===== config.mk =====
export PLATFORM = sky130hd
export DESIGN_NAME = fetch_sequencer
export DESIGN_NICKNAME = d
export VERILOG_FILES = /design/src/rtl/fetch_pkg.sv /design/src/rtl/fetch_sequencer.sv
export SDC_FILE = /design/constraint.sdc
export NUM_CORES = 1
export LEC_CHECK = 0
export CAP_MARGIN = 20
export CELL_PAD_IN_SITES_DETAIL_PLACEMENT = 1
export CELL_PAD_IN_SITES_GLOBAL_PLACEMENT = 2
export CORE_ASPECT_RATIO = 1.4
export CORE_MARGIN = 3
export CORE_UTILIZATION = 30
export CTS_CLUSTER_DIAMETER = 80
export DETAILED_ROUTE_END_ITERATION = 8
export PLACE_DENSITY = 0.92
export SLEW_MARGIN = 20
export SYNTH_ARGS = -nofsm -noshare
export SYNTH_HDL_FRONTEND = slang
export SYNTH_SLANG_ARGS = --single-unit

===== constraint.sdc =====
create_clock -name clk -period 5.2 [get_ports clk]
set_clock_uncertainty 0.15 [all_clocks]
set_input_delay 0.78 -clock clk [delete_from_list [all_inputs] [get_ports clk]]
set_output_delay 0.78 -clock clk [all_outputs]
set_load 0.02 [all_outputs]

===== src/rtl/fetch_pkg.sv =====
// Shared definitions for the instruction-fetch sequencer.
// Contents: FSM state encoding, opcode field position, two-word opcode constants,
// and the is_two_word() decode helper used by fetch_sequencer.
package fetch_pkg;

  typedef enum logic [2:0] {
    IDLE  = 3'd0,
    FETCH = 3'd1,
    OP    = 3'd2,
    IMM   = 3'd3,
    HOLD  = 3'd4
  } state_t;

  // Major opcode field inside a 16-bit instruction word
  localparam int OPC_MSB = 15;
  localparam int OPC_LSB = 12;

  // Opcodes that are followed by an immediate word
  localparam logic [3:0] OPC_LDI = 4'h1;
  localparam logic [3:0] OPC_BOP = 4'h3;
  localparam logic [3:0] OPC_CAL = 4'h4;
  localparam logic [3:0] OPC_BEQ = 4'h5;
  localparam logic [3:0] OPC_BNE = 4'h6;

  function automatic logic is_two_word(input logic [3:0] opcode);
    case (opcode)
      OPC_LDI, OPC_BOP, OPC_CAL, OPC_BEQ, OPC_BNE: return 1'b1;
      default:                                     return 1'b0;
    endcase
  endfunction

endpackage


===== src/rtl/fetch_sequencer.sv =====
// Purpose: instruction-fetch initiator on program-memory read port 1; builds
//   {pc, opcode, imm} bundles and hands them to decode on instr_valid/instr_ready.
// Latency/backpressure: one-word bundle valid 2 cycles after FETCH, two-word 3;
//   the bundle is held stable in HOLD until instr_ready, no reads issued while held.
// Ports: clk, rst_n (async active-low), en; mem_addr/mem_read/mem_rdata (memory A1/Read1/R1,
//   data valid the cycle after mem_read); instr_* (decode bundle); redirect/redirect_pc (execute).
// Optional: define FETCH_PREFETCH_EN to prefetch the next opcode while holding a bundle.
module fetch_sequencer
  import fetch_pkg::*;
#(
  parameter int                ADDR_W   = 16,
  parameter int                DATA_W   = 16,
  parameter logic [ADDR_W-1:0] RESET_PC = '0
) (
  input  logic              clk,
  input  logic              rst_n,
  input  logic              en,
  output logic [ADDR_W-1:0] mem_addr,
  output logic              mem_read,
  input  logic [DATA_W-1:0] mem_rdata,
  output logic              instr_valid,
  input  logic              instr_ready,
  output logic [ADDR_W-1:0] instr_pc,
  output logic [DATA_W-1:0] instr_word,
  output logic [DATA_W-1:0] instr_imm,
  output logic              instr_two_word,
  input  logic              redirect,
  input  logic [ADDR_W-1:0] redirect_pc
);

  state_t            state;
  logic [ADDR_W-1:0] pc;
  logic [ADDR_W-1:0] pc_plus1;
  logic [ADDR_W-1:0] pc_seq;     // address of the next sequential opcode
  logic [DATA_W-1:0] op_data;    // opcode word seen in OP
  logic              op_two;
  logic              handshake;

`ifdef FETCH_PREFETCH_EN
  logic              hold_first; // first HOLD cycle: prefetch read goes out now
  logic              pf_valid;
  logic [DATA_W-1:0] pf_word;
  // A word prefetched earlier in HOLD replaces the live memory data in OP.
  assign op_data = pf_valid ? pf_word : mem_rdata;
`else
  assign op_data = mem_rdata;
`endif

  assign pc_plus1  = pc + ADDR_W'(1);
  assign pc_seq    = pc + (instr_two_word ? ADDR_W'(2) : ADDR_W'(1));
  assign op_two    = is_two_word(op_data[OPC_MSB:OPC_LSB]);
  assign handshake = instr_valid && instr_ready;

  always_comb begin
    mem_read = 1'b0;
    mem_addr = '0;
    case (state)
      FETCH: begin
        mem_read = 1'b1;
        mem_addr = pc;
      end
      OP: if (op_two) begin
        mem_read = 1'b1;
        mem_addr = pc_plus1;
      end
`ifdef FETCH_PREFETCH_EN
      HOLD: if (hold_first) begin
        mem_read = 1'b1;
        mem_addr = pc_seq;
      end
`endif
      default: ;
    endcase
  end

  always_ff @(posedge clk or negedge rst_n) begin
    if (!rst_n) begin
      state          <= IDLE;
      pc             <= RESET_PC;
      instr_valid    <= 1'b0;
      instr_pc       <= '0;
      instr_word     <= '0;
      instr_imm      <= '0;
      instr_two_word <= 1'b0;
`ifdef FETCH_PREFETCH_EN
      hold_first     <= 1'b0;
      pf_valid       <= 1'b0;
      pf_word        <= '0;
`endif
    end else if (redirect) begin
      // Redirect wins over everything; a bundle handshaking this cycle is
      // consumed but does not advance pc. Any read in flight is dropped.
      pc          <= redirect_pc;
      instr_valid <= 1'b0;
      if (state != IDLE) state <= FETCH;
`ifdef FETCH_PREFETCH_EN
      hold_first  <= 1'b0;
      pf_valid    <= 1'b0;
`endif
    end else begin
      case (state)
        IDLE:  if (en) state <= FETCH;
        FETCH: state <= OP;
        OP: begin
          instr_word     <= op_data;
          instr_pc       <= pc;
          instr_imm      <= '0;
          instr_two_word <= 1'b0;
`ifdef FETCH_PREFETCH_EN
          pf_valid       <= 1'b0;
`endif
          if (op_two) begin
            state <= IMM;
          end else begin
            state       <= HOLD;
            instr_valid <= 1'b1;
`ifdef FETCH_PREFETCH_EN
            hold_first  <= 1'b1;
`endif
          end
        end
        IMM: begin
          instr_imm      <= mem_rdata;
          instr_two_word <= 1'b1;
          instr_valid    <= 1'b1;
          state          <= HOLD;
`ifdef FETCH_PREFETCH_EN
          hold_first     <= 1'b1;
`endif
        end
        HOLD: begin
`ifdef FETCH_PREFETCH_EN
          hold_first <= 1'b0;
          // Second HOLD cycle: the prefetch result is on mem_rdata.
          if (!hold_first && !pf_valid) begin
            pf_word  <= mem_rdata;
            pf_valid <= 1'b1;
          end
`endif
          if (handshake) begin
            pc          <= pc_seq;
            instr_valid <= 1'b0;
            if (!en) begin
              state <= IDLE;
`ifdef FETCH_PREFETCH_EN
              pf_valid <= 1'b0;
`endif
            end else begin
`ifdef FETCH_PREFETCH_EN
              // Next opcode is either arriving next cycle or already in pf_word.
              state <= OP;
`else
              state <= FETCH;
`endif
            end
          end
        end
        default: state <= IDLE;
      endcase
    end
  end

endmodule


Yosys cells after proc, flatten, opt, wreduce, memory -nomap -nowiden
Index checks and enable logic that the tools add are counted.

operators by class
  add/sub/neg operators = 2
  multipliers = 0
  divide/modulo/power cells = 0
  $lt $le $gt $ge = 0
  equal/unequal tests = 13
  shift-type cells = 0
  mux-type cells = 22
  bitwise logic cells = 1
  reductions and logical operators = 13

operators by type and width
  cell                                                  number
  two-way mux 16 bit                                    4
  one-hot mux 16 bit (2 select lines)                   2
  adder 16 x 1 -> 16 bit (second input constant)        1
  adder 16 x 2 -> 16 bit                                1
  two-way mux 3 bit                                     5
  one-hot mux 3 bit (5 select lines)                    1
  equality test 4 x 3 -> 1 bit (second input constant)  3
  != test 3 bit (second input constant)                 3
  equality test 3 x 2 -> 1 bit (second input constant)  2
  two-way mux 1 bit                                     6
  AND reduction 2 bit                                   3
  AND reduction 3 bit                                   2
  nonzero test 2 bit                                    3
  OR reduction 5 bit                                    1
  equality test 4 x 1 -> 1 bit (second input constant)  1
  equality test 4 x 2 -> 1 bit (second input constant)  1
  one-hot mux 1 bit (2 select lines)                    2
  nonzero test 4 bit                                    1
  equality test 3 x 1 -> 1 bit (second input constant)  1
  equality test 3 bit (second input constant)           1
  logical NOT 3 bit                                     1
  one-hot mux 1 bit (3 select lines)                    1
  nonzero test 3 bit                                    1
  two-way mux 2 bit                                     1
  3 further kinds                                       3

storage, ports and cells
  bits in registers = 69
  bits in latches = 0
  bits in writable memories = 0
  ROM bits = 0
  bits of input ports = 37
  output and inout bits = 67
  word-level logic and storage cells = 58
  memories kept = 0

Depth between registers and ports, before layout
  depth after elaboration = 6
  depth in mapped cells = 8
  mapped depth without buffers = 8

Worst setup path before layout
OpenSTA, ideal clock, no wires.

  path type = input to output
  start = in mem_rdata[15]
  end = out mem_addr[14]
  arrival time = 2.524 ns
  required time = 4.270 ns
  slack = 1.746 ns
  stages = 5
  buffers on the path = 1
  path through = or4b_1 or3_4 buf_6 o31a_1 a31oi_1

between the ends
  word-level cells in the longest chain between the ends = 5
  elaborated cells between the ends (all ways) = 9
  those cells by class = eq/ne (5); mux (3); reduce/logical (1)

ends and longest elaborated chain
  what                                                        RTL line               source
  start, declared                                             fetch_sequencer.sv:20  input logic [DATA_W-1:0] mem_rdata,
  equality test 4 x 1 -> 1 bit, or another cell as far along  fetch_pkg.sv:26        case (opcode)
  OR reduction 5 bit (*)                                      fetch_pkg.sv:26
  two-way mux 1 bit (*)                                       fetch_pkg.sv:26
  two-way mux 16 bit (*)                                      fetch_sequencer.sv:62  OP: if (op_two) begin
  one-hot mux 16 bit (2 select lines) (*)                     fetch_sequencer.sv:57  case (state)
  end, declared                                               fetch_sequencer.sv:18  output logic [ADDR_W-1:0] mem_addr,

Mark *: on every way between the ends. The rest lies on a longest branch, timed or not.

Worst setup path in the final report
  start = in mem_rdata[15]
  end = out mem_addr[15]

Same word-level chain as after synthesis.

==> summary.txt <==
CTS
  • TritonCTS Buffers: 9
  • CTS max path bufs: 2
  • Worst skew pair latency: 0.33 ns
  • CTS tree: yes
  • CTS root buffer: clkbuf_16
  • PostCTS Resize Cnt: 0
  • Post-CTS Setup Bufs: 0
  • Clk sinks: 69
  • Hold-fix buffers, CTS: 0
  • Clock slew at reported path FFs: 0.06 ns
  • H-tree Lvls: 3

Flow run
  • # Max-Cap Violations: 0

Placed design
  • IO Port Bufs: 103
  • Gpl congestion: 0.756
  • DP Wirelength: 7450 microns

Timing
  • Fin Hold WS: 0.331 ns
  • # setup viols final: 0
  • Max-slew headroom: 40.8%
  • Tcrit/Tclk final: 87.3%
  • Fmax: 220 MHz
  • Slew @ Worst Pin: 0.888 ns
  • Final TNS setup: 0 ns
  • Hold Fails Final Rpt: 0
  • RSZ-0062 raised after global routing: no
  • Final Critical Period: 4.54 ns
  • Final Max Tran Viols: 0

Worst setup path
  • CP required: 4.27 ns
  • Buffer and inverter count on the worst path: 2
  • Crit path capture type: output port
  • CP delay by family, top: simple AND/OR/NAND/NOR gates
  • Worst path slowest cell: clkdlybuf4s50_1
  • CP most frequent cell: clkdlybuf4s50_1
  • CP max FO: 13
  • WS Path Type: in2out
  • Critical Path Max Stage Delay: 0.64 ns
  • Worst Path Arrival: 3.61 ns
  • Critical path cell sequence: clkdlybuf4s50_1, or4b_1, or3_4, or4_1, o21ai_0, clkdlybuf4s50_1
  • CP Launch Type: primary input

Floorplanning
  • Die width: 97.0 microns
  • Row count: 45
  • Initial Util: 31.3%
  • Die ar.: 12,900 sq um
  • # IOs: 104
  • Core Area: 11,100 sq um
  • DIE HEIGHT: 133 microns

Yosys
  • Ys Warns: 0
  • Syn Area/Cell: 9.74 sq um
  • Syn nets: 398
  • Post-synth top flop: dfrtp_1
  • Post-synthesis register bit count: 69
  • Synthesized area: 3480 sq um
  • Sequential share of the synthesized area: 49.7%
  • Post-Synthesis Cells: 357
  • Post-synthesis async set-or-reset flop share: 100%
  • Post-synth cell types: 39
  • Post-synth EDFFs: 0

Route
  • WL/cell: 17.2 microns
  • DR iter-0 viols: 110
  • TritonRoute pass-1 iters: 4
  • # DRC: 0
  • DR vias/cell: 5.19
  • Post-route ant nets: 0
  • Total routed wirelength: 10,300 microns
  • Via Count: 3,101

Finish
  • N_diodes: 0
  • Synthesis-to-layout area growth: 42.5%
  • Commonest non-fill, non-tap cell in the layout: clkdlybuf4s50_1
  • Leading cell types in the layout, fill and taps excluded: 102 x clkdlybuf4s50_1, 69 x dfrtp_1, 60 x nand2_1
  • Fin nets: 493
  • Layout cells sized above 1: 13.1%

GRT
  • All-Layer GR Usage: 16.3%
  • Gr ovfl total: 0
  • Largest net degree at the start of global routing: 70
  • Initial antenna violation count: 0
  • Number of global-route vias before repair: 3,306
  • Global-route wire length before repair: 17,000 microns

Power and ir drop
  • P per Cell Area: 568 nW/um^2
  • Lkg Pwr: 2.02 nW
  • VDD IR max: 0.190 mV

Worst hold path
  • Worst Hold Class: reg2reg

Outcome
  • Status: completed
-- Yosys cell counts (all sizes together) (4+ instances only) --
master / number / area [sq um]
o31ai: 4 / 30.0
nand3: 11 / 55.1
and3: 5 / 31.3
clkbuf: 20 / 75.1
o21ai: 38 / 190
nor2: 16 / 60.1
nand4: 5 / 31.3
or4: 7 / 52.6
buf: 5 / 31.3
inv: 11 / 41.3
nor3: 6 / 30.0
a31oi: 11 / 68.8
nand2: 60 / 225
a21oi: 12 / 60.1
mux2: 33 / 372
xnor2: 7 / 61.3
dfrtp: 69 / 1730
-- state kept, by name (all words and copies together), names as in the netlist --
signal          count
instr_pc           16
instr_two_word      1
instr_imm          16
state               3
instr_word         16
pc                 16
instr_valid         1
-- area by class of cell --
cell class | count | area (sq um)
fillers | 1237 | 6140
flip-flops and latches | 69 | 1730
multi-input cells | 252 | 1620
repair buffers | 109 | 1070
clock buffers | 10 | 239
well taps | 141 | 176
clock inverters | 6 | 86.3
inverters | 11 | 41.3
-- through the flow --
| stage | utilization, % | setup WS [ns] | area [sq um] | cells | total power, mW |
|---|---|---|---|---|---|
| after detailed placement | 41.7 | 0.699 | 4630 | 582 | 2.18 |
| after CTS | 44.7 | 0.657 | 4960 | 598 | 2.85 |
| after global placement | 41.7 | 0.717 | 4630 | 582 | 2.13 |
| after floorplan | - | 1.75 | 3480 | 357 | 1.53 |
| final | 44.7 | 0.661 | 4960 | 598 | 2.81 |
| after global routing | 44.7 | 0.608 | 4960 | 598 | 2.98 |
-- kinds of logic (layout without fill, tap and decap cells) --
family,after synthesis,after routing,synth area share (%)
buffers and inverters,36,136,4.25
and+or+nand+nor,128,128,18.0
DFF,69,69,49.7
adders and majority gates,4,4,1.66
muxes,36,36,11.6
AOI/OAI and AO/OA,77,77,13.1
xor gates and xnor gates,7,7,1.76
-- worst paths after layout --
kind / from / slack, ns / depth (start not counted) / end
max reg2reg: instr_two_word$_DFFE_PN0P_ / 2.58 / 8 / pc[14]$_DFFE_PN0P_
max in group asynchronous: rst_n / 3.82 / 2 / instr_word[8]$_DFFE_PN0P_
min in group asynchronous: rst_n / 0.51 / 2 / pc[9]$_DFFE_PN0P_
min: instr_imm[5]$_DFFE_PN0P_ / 0.33 / 2 / instr_imm[5]$_DFFE_PN0P_
min reg2reg: instr_imm[5]$_DFFE_PN0P_ / 0.33 / 2 / instr_imm[5]$_DFFE_PN0P_
max: mem_rdata[15] / 0.66 / 6 / mem_addr[15]
-- tightest hold or removal path: stages, from the launching register on --
cell	delay [ns]
dfrtp_1	0.34
nand2_1	0.05
o21ai_0	0.06
-- power by group --
group          internal (mW)  total (mW)  switching [mW]
Clock                  0.432       0.664           0.233
Combinational          0.616        1.27           0.658
Sequential             0.742       0.877           0.135
Total                   1.79        2.81            1.03
-- layer usage --
metal / part of all wire, % / GRT usage [%] / vias to the layer above
li1: - / - / 1461
met2: 50 / 27.6 / 82
met5: 0 / 0 / -
met1: 44 / 20.2 / 1539
met4: 2.6 / 6.56 / 0
met3: 4.1 / 3.30 / 19
Note: power is estimated with default switching activity, not from simulation.
